## src/rtl/frag_pkt_pkg.sv

```systemverilog
// rtl/frag_pkt_pkg.sv - shared state encoding, flit width and flit-count helper for the packet fragmenter
package frag_pkt_pkg;

  // Flit payload width agreed with the lane link layer.
  localparam int FLIT_W_DEFAULT = 128;

  typedef enum logic {
    IDLE = 1'b0,
    SEND = 1'b1
  } frag_state_e;

  function automatic int num_flits(input int pkt_w, input int flit_w);
    return (pkt_w + flit_w - 1) / flit_w;
  endfunction

endpackage

```

## src/rtl/fragment_pkt.sv

```systemverilog
// rtl/fragment_pkt.sv - latches a wide packet and streams it out as LSB-first flits over valid/ready
// Optional FRAG_PARITY_EN: registered even parity of each presented flit on flit_parity.
module fragment_pkt
  import frag_pkt_pkg::*;
#(
  parameter int  PKT_WIDTH  = 1041,
  parameter int  FLIT_WIDTH = FLIT_W_DEFAULT,
  localparam int NUM_FLITS  = num_flits(PKT_WIDTH, FLIT_WIDTH),
  localparam int CNT_WIDTH  = $clog2(NUM_FLITS)
) (
  input  logic                  clk,
  input  logic                  rst_n,
  input  logic                  valid_pkt_send,
  input  logic [PKT_WIDTH-1:0]  pkt_data,
  output logic                  frag_busy,
  output logic                  done_frag,
  output logic                  pkt_drop,
  output logic                  flit_valid,
  input  logic                  flit_ready,
  output logic [FLIT_WIDTH-1:0] flit_data,
  output logic                  flit_first,
  output logic                  flit_last,
  output logic [CNT_WIDTH-1:0]  flit_idx,
  output logic                  flit_parity
);

  localparam int                   BUF_WIDTH = NUM_FLITS * FLIT_WIDTH;
  localparam logic [CNT_WIDTH-1:0] LAST_IDX  = CNT_WIDTH'(NUM_FLITS - 1);

  frag_state_e          state_q, state_d;
  logic [CNT_WIDTH-1:0] idx_q, idx_d;
  logic [BUF_WIDTH-1:0] buf_q, buf_d;
  logic                 done_q, done_d;
  logic                 drop_q, drop_d;
  logic [BUF_WIDTH-1:0] pkt_padded;

  assign pkt_padded = BUF_WIDTH'(pkt_data);

  always_comb begin
    state_d = state_q;
    idx_d   = idx_q;
    buf_d   = buf_q;
    done_d  = 1'b0;
    drop_d  = 1'b0;
    case (state_q)
      IDLE: begin
        if (valid_pkt_send) begin
          buf_d   = pkt_padded;
          idx_d   = '0;
          state_d = SEND;
        end
      end
      SEND: begin
        if (flit_ready && idx_q == LAST_IDX) begin
          // Last flit leaving: a strobe here is the next packet, not a drop.
          done_d = 1'b1;
          idx_d  = '0;
          if (valid_pkt_send) begin
            buf_d = pkt_padded;
          end else begin
            state_d = IDLE;
          end
        end else begin
          if (flit_ready) begin
            idx_d = idx_q + CNT_WIDTH'(1);
          end
          drop_d = valid_pkt_send;
        end
      end
      default: state_d = IDLE;
    endcase
  end

  always_ff @(posedge clk or negedge rst_n) begin
    if (!rst_n) begin
      state_q <= IDLE;
      idx_q   <= '0;
      buf_q   <= '0;
      done_q  <= 1'b0;
      drop_q  <= 1'b0;
    end else begin
      state_q <= state_d;
      idx_q   <= idx_d;
      buf_q   <= buf_d;
      done_q  <= done_d;
      drop_q  <= drop_d;
    end
  end

  assign flit_valid = (state_q == SEND);
  assign frag_busy  = flit_valid;
  assign flit_data  = flit_valid ? buf_q[int'(idx_q) * FLIT_WIDTH +: FLIT_WIDTH] : '0;
  assign flit_first = flit_valid && (idx_q == '0);
  assign flit_last  = flit_valid && (idx_q == LAST_IDX);
  assign flit_idx   = idx_q;
  assign done_frag  = done_q;
  assign pkt_drop   = drop_q;

`ifdef FRAG_PARITY_EN
  logic parity_q, parity_d;

  // Parity of the flit that will be presented next cycle, so it lines up with flit_data.
  always_comb begin
    parity_d = 1'b0;
    if (state_d == SEND) begin
      parity_d = ^buf_d[int'(idx_d) * FLIT_WIDTH +: FLIT_WIDTH];
    end
  end

  always_ff @(posedge clk or negedge rst_n) begin
    if (!rst_n) begin
      parity_q <= 1'b0;
    end else begin
      parity_q <= parity_d;
    end
  end

  assign flit_parity = parity_q;
`else
  assign flit_parity = 1'b0;
`endif

endmodule

```

## config.mk

```make
export PLATFORM = sky130hd
export DESIGN_NAME = fragment_pkt
export DESIGN_NICKNAME = d
export VERILOG_FILES = /design/src/rtl/frag_pkt_pkg.sv /design/src/rtl/fragment_pkt.sv
export SDC_FILE = /design/constraint.sdc
export NUM_CORES = 2
export LEC_CHECK = 0
export CELL_PAD_IN_SITES_DETAIL_PLACEMENT = 2
export CELL_PAD_IN_SITES_GLOBAL_PLACEMENT = 2
export CORE_AREA = 8 8 450 452
export CTS_CLUSTER_SIZE = 16
export DETAILED_ROUTE_END_ITERATION = 8
export DIE_AREA = 0 0 458 460
export GPL_ROUTABILITY_DRIVEN = 1
export HOLD_SLACK_MARGIN = 0.12
export PLACE_DENSITY = 0.69
export RECOVER_POWER = 50
export SLEW_MARGIN = 20
export SYNTH_ARGS = -nofsm -noshare
export SYNTH_HDL_FRONTEND = slang
export SYNTH_SLANG_ARGS = --single-unit
```

## constraint.sdc

```tcl
create_clock -name clk -period 4.7 [get_ports clk]
set_input_delay 1.41 -clock clk [delete_from_list [all_inputs] [get_ports clk]]
set_output_delay 1.41 -clock clk [all_outputs]
set_load 0.02 [all_outputs]
```

==> impl_metrics.json <==
{
  "status": "complete, but fails checks",
  "failed_checks": "max-capacitance violations, max-slew violations",
  "fin_crit_ps": 4620,
  "clock_skew_ps": 23.0,
  "drtAntennaViolNets": 0,
  "final_nets": 5189,
  "drive_gt1_share_pct": 27.4,
  "cp-start-kind": "flip-flop",
  "finalWirelength_mm": 211,
  "hpwl_mm": 164,
  "vias_per_cell": 4.63,
  "maxCapViolCount": 3,
  "grt_pass1_vias": 36500,
  "period_share_pct": 98.4,
  "drt-initial-drc-count": 1341,
  "hold_ws_ps": 480,
  "synthesis.nets": 3948,
  "grt-ovfl-total": 0,
  "core_sq_um": 196000,
  "report.final.slew_viol_count": 76,
  "synthTopCellsByArea": "dfrtp_1, mux2_2, mux2_1",
  "critPathRequiredTime_ps": 3290,
  "row_count": 163,
  "ys_seq_elements": 1048,
  "crit_fanout": 33,
  "yosysTopAreaCellShare_pct": 55.4,
  "instances_no_fill": 6852,
  "syn_area_sq_um": 47400,
  "end_kind": "output pin",
  "clk_latency_ps": 750,
  "path_clk_slew_ps": 50,
  "ir_worst_vdd_v": 0.000365,
  "die-area_sq_um": 211000,
  "avgRoutedWirePerCell_um": 30.8,
  "setup-violations-final": 0,
  "fillers": 19900,
  "firstDrtPassIters": 4,
  "drc": 0,
  "crit_start": "flit_idx[3]",
  "dpl.cell_count": 6547,
  "max_slew_margin_pct": -71.2,
  "ys_seq_area_share_pct": 55.4,
  "vias": 31800,
  "path_class": "flip-flop to output pin",
  "utilization_pct": 34.2,
  "rsz0062_at_grt": "yes",
  "stdcell_area_sq_um": 66900,
  "hold_path.class": "flip-flop to flip-flop",
  "worstReg2RegStart": "flit_idx[0]",
  "grt_pass1_wl_mm": 293,
  "numCtsBuffers": 133,
  "place.gp.congestion": 0.866,
  "timing.fmax_ghz": 0.216,
  "finalPower_mw": 45.5,
  "grt_max_degree": 95,
  "hold_violations": 0,
  "syn_to_final_growth_pct": 41.2,
  "ios": 1184,
  "dp_worst_setup_slack_ps": 500,
  "power_density_nw_per_um2": 680,
  "grt_use_total_pct": 19.4,
  "cts.hold.buffers_added": 0,
  "netlist_instances": 2901,
  "port_buffers": 1182,
  "yosysTopAreaCell": "dfrtp_1",
  "h-tree-depth": 4,
  "arrival_ps": 3210,
  "clock-sinks": 1048,
  "synth.avg_cell_area_sq_um": 16.3,
  "antenna_found_initial": 150,
  "min_from": "buf_q[906]",
  "initial_core_util_pct": 24.2,
  "p_leak_nw": 27.9,
  "yosysUniqueCellTypes": 36,
  "tightest_slew_ps": 2570,
  "placed_area_sq_um": 62300,
  "worst_slack_ps": 75.1,
  "die_h_um": 460,
  "cts_tree": "built",
  "root_buffer": "clkbuf_16",
  "synth_warnings": 0,
  "fp.dieW_um": 458,
  "setup_tns_ps": 0,
  "clock_tree.buffer_depth": 3
}
logic make-up (layout without fill, tap and decap cells):
kind of cell             count (synthesis)  in the layout  share of synthesized area (%)
multiplexers                          1425           1425                           39.3
flip-flops                            1048           1048                           55.4
buffers and inverters                  214           1552                           3.19
AND/OR/NAND/NOR                        165            165                           1.47
AO/OA/AOI/OAI                           46             46                          0.658
adder cells (fa/ha/maj)                  2              2                         0.0528
other                                    1             57                        0.00792
cells in the final DEF (no fill, tap or decap), drive strengths merged, types with 2 or more instances in the layout:
cell type and n:
a21oi 2, buf 99, bufinv 5, clkbuf 235, clkdlybuf4s50 1104, clkinv 17, clkinvlp 2, dfrtp 1048
diode 56, dlygate4sd2 54, dlymetal6s2s 22, ha 2, inv 13, mux2 1075, mux2i 111, mux4 239
nand2 23, nand2b 2, nor2 121, nor2b 10, o21ai 6, o22ai 17, o31ai 17
cell usage after synthesis, drive strengths merged:
cell	number
mux2	1075
a21oi	2
nor4	1
nor2b	10
nand2b	2
ha	2
a32o	1
mux2i	111
nand2	23
nand4	1
o22ai	17
dfrtp	1048
o31ai	17
buf	170
nand3	1
or2	1
and2	1
a21boi	1
clkbuf	39
mux4	239
a31o	1
and4b	1
inv	5
nand3b	1
nor3b	1
o21ai	6
nor3	1
conb	1
nor2	121
a21o	1
metal layers:
layer	track usage, %	wire length [um]	up-vias
met5	0	806	-
met3	7.24	16900	410
met2	34.1	108000	1140
met1	21.6	78100	16800
li1	-	-	13300
met4	6.73	7380	130
report_power, final:
group / internal (mW) / switching [mW] / total (mW)
clock network: 6.10 / 4.19 / 10.3
logic: 10.0 / 8.77 / 18.8
registers: 13.4 / 2.95 / 16.4
registers in the layout, indices dropped and copies added, names as in the netlist:
register / count
buf_q: 1041
flit_idx: 4
done_frag: 1
flit_valid: 1
pkt_drop: 1
worst max-delay path, stage by stage (launching register included):
cell and delay [ps]:
dfrtp_1 480, nand2b_4 330, buf_12 240, nor2_1 510, clkdlybuf4s50_1 730
timing repair:
action,4_1_cts,5_1_grt
pin swaps,0,0
setup buffers,6,8
endpoints found under the hold margin,0,0
endpoints found under the setup margin,127,34
gates cloned,3,0
resized for setup,84,30
layout make-up:
| type | count | area, sq um | area share, % |
|---|---|---|---|
| Tap cell | 2557 | 3200 | 4.78 |
| Timing Repair Buffer | 1315 | 13200 | 19.8 |
| Antenna cell | 56 | 140 | 0.210 |
| Clock buffer | 200 | 3960 | 5.91 |
| Multi-Input combinational cell | 1639 | 19700 | 29.5 |
| Clock inverter | 32 | 384 | 0.574 |
| Inverter | 5 | 18.8 | 0.0281 |
| Sequential cell | 1048 | 26200 | 39.2 |
final timing paths:
kind	cells past startpoint	slack [ps]	endpoint
min	1	480	buf_q[906]
min reg2reg	1	480	buf_q[906]
max reg2reg	11	440	buf_q[837]
min in group asynchronous	1	1400	buf_q[367]
max	4	80	flit_data[63]
max in group asynchronous	2	550	buf_q[428]
Power figures use the tool's default switching activity.
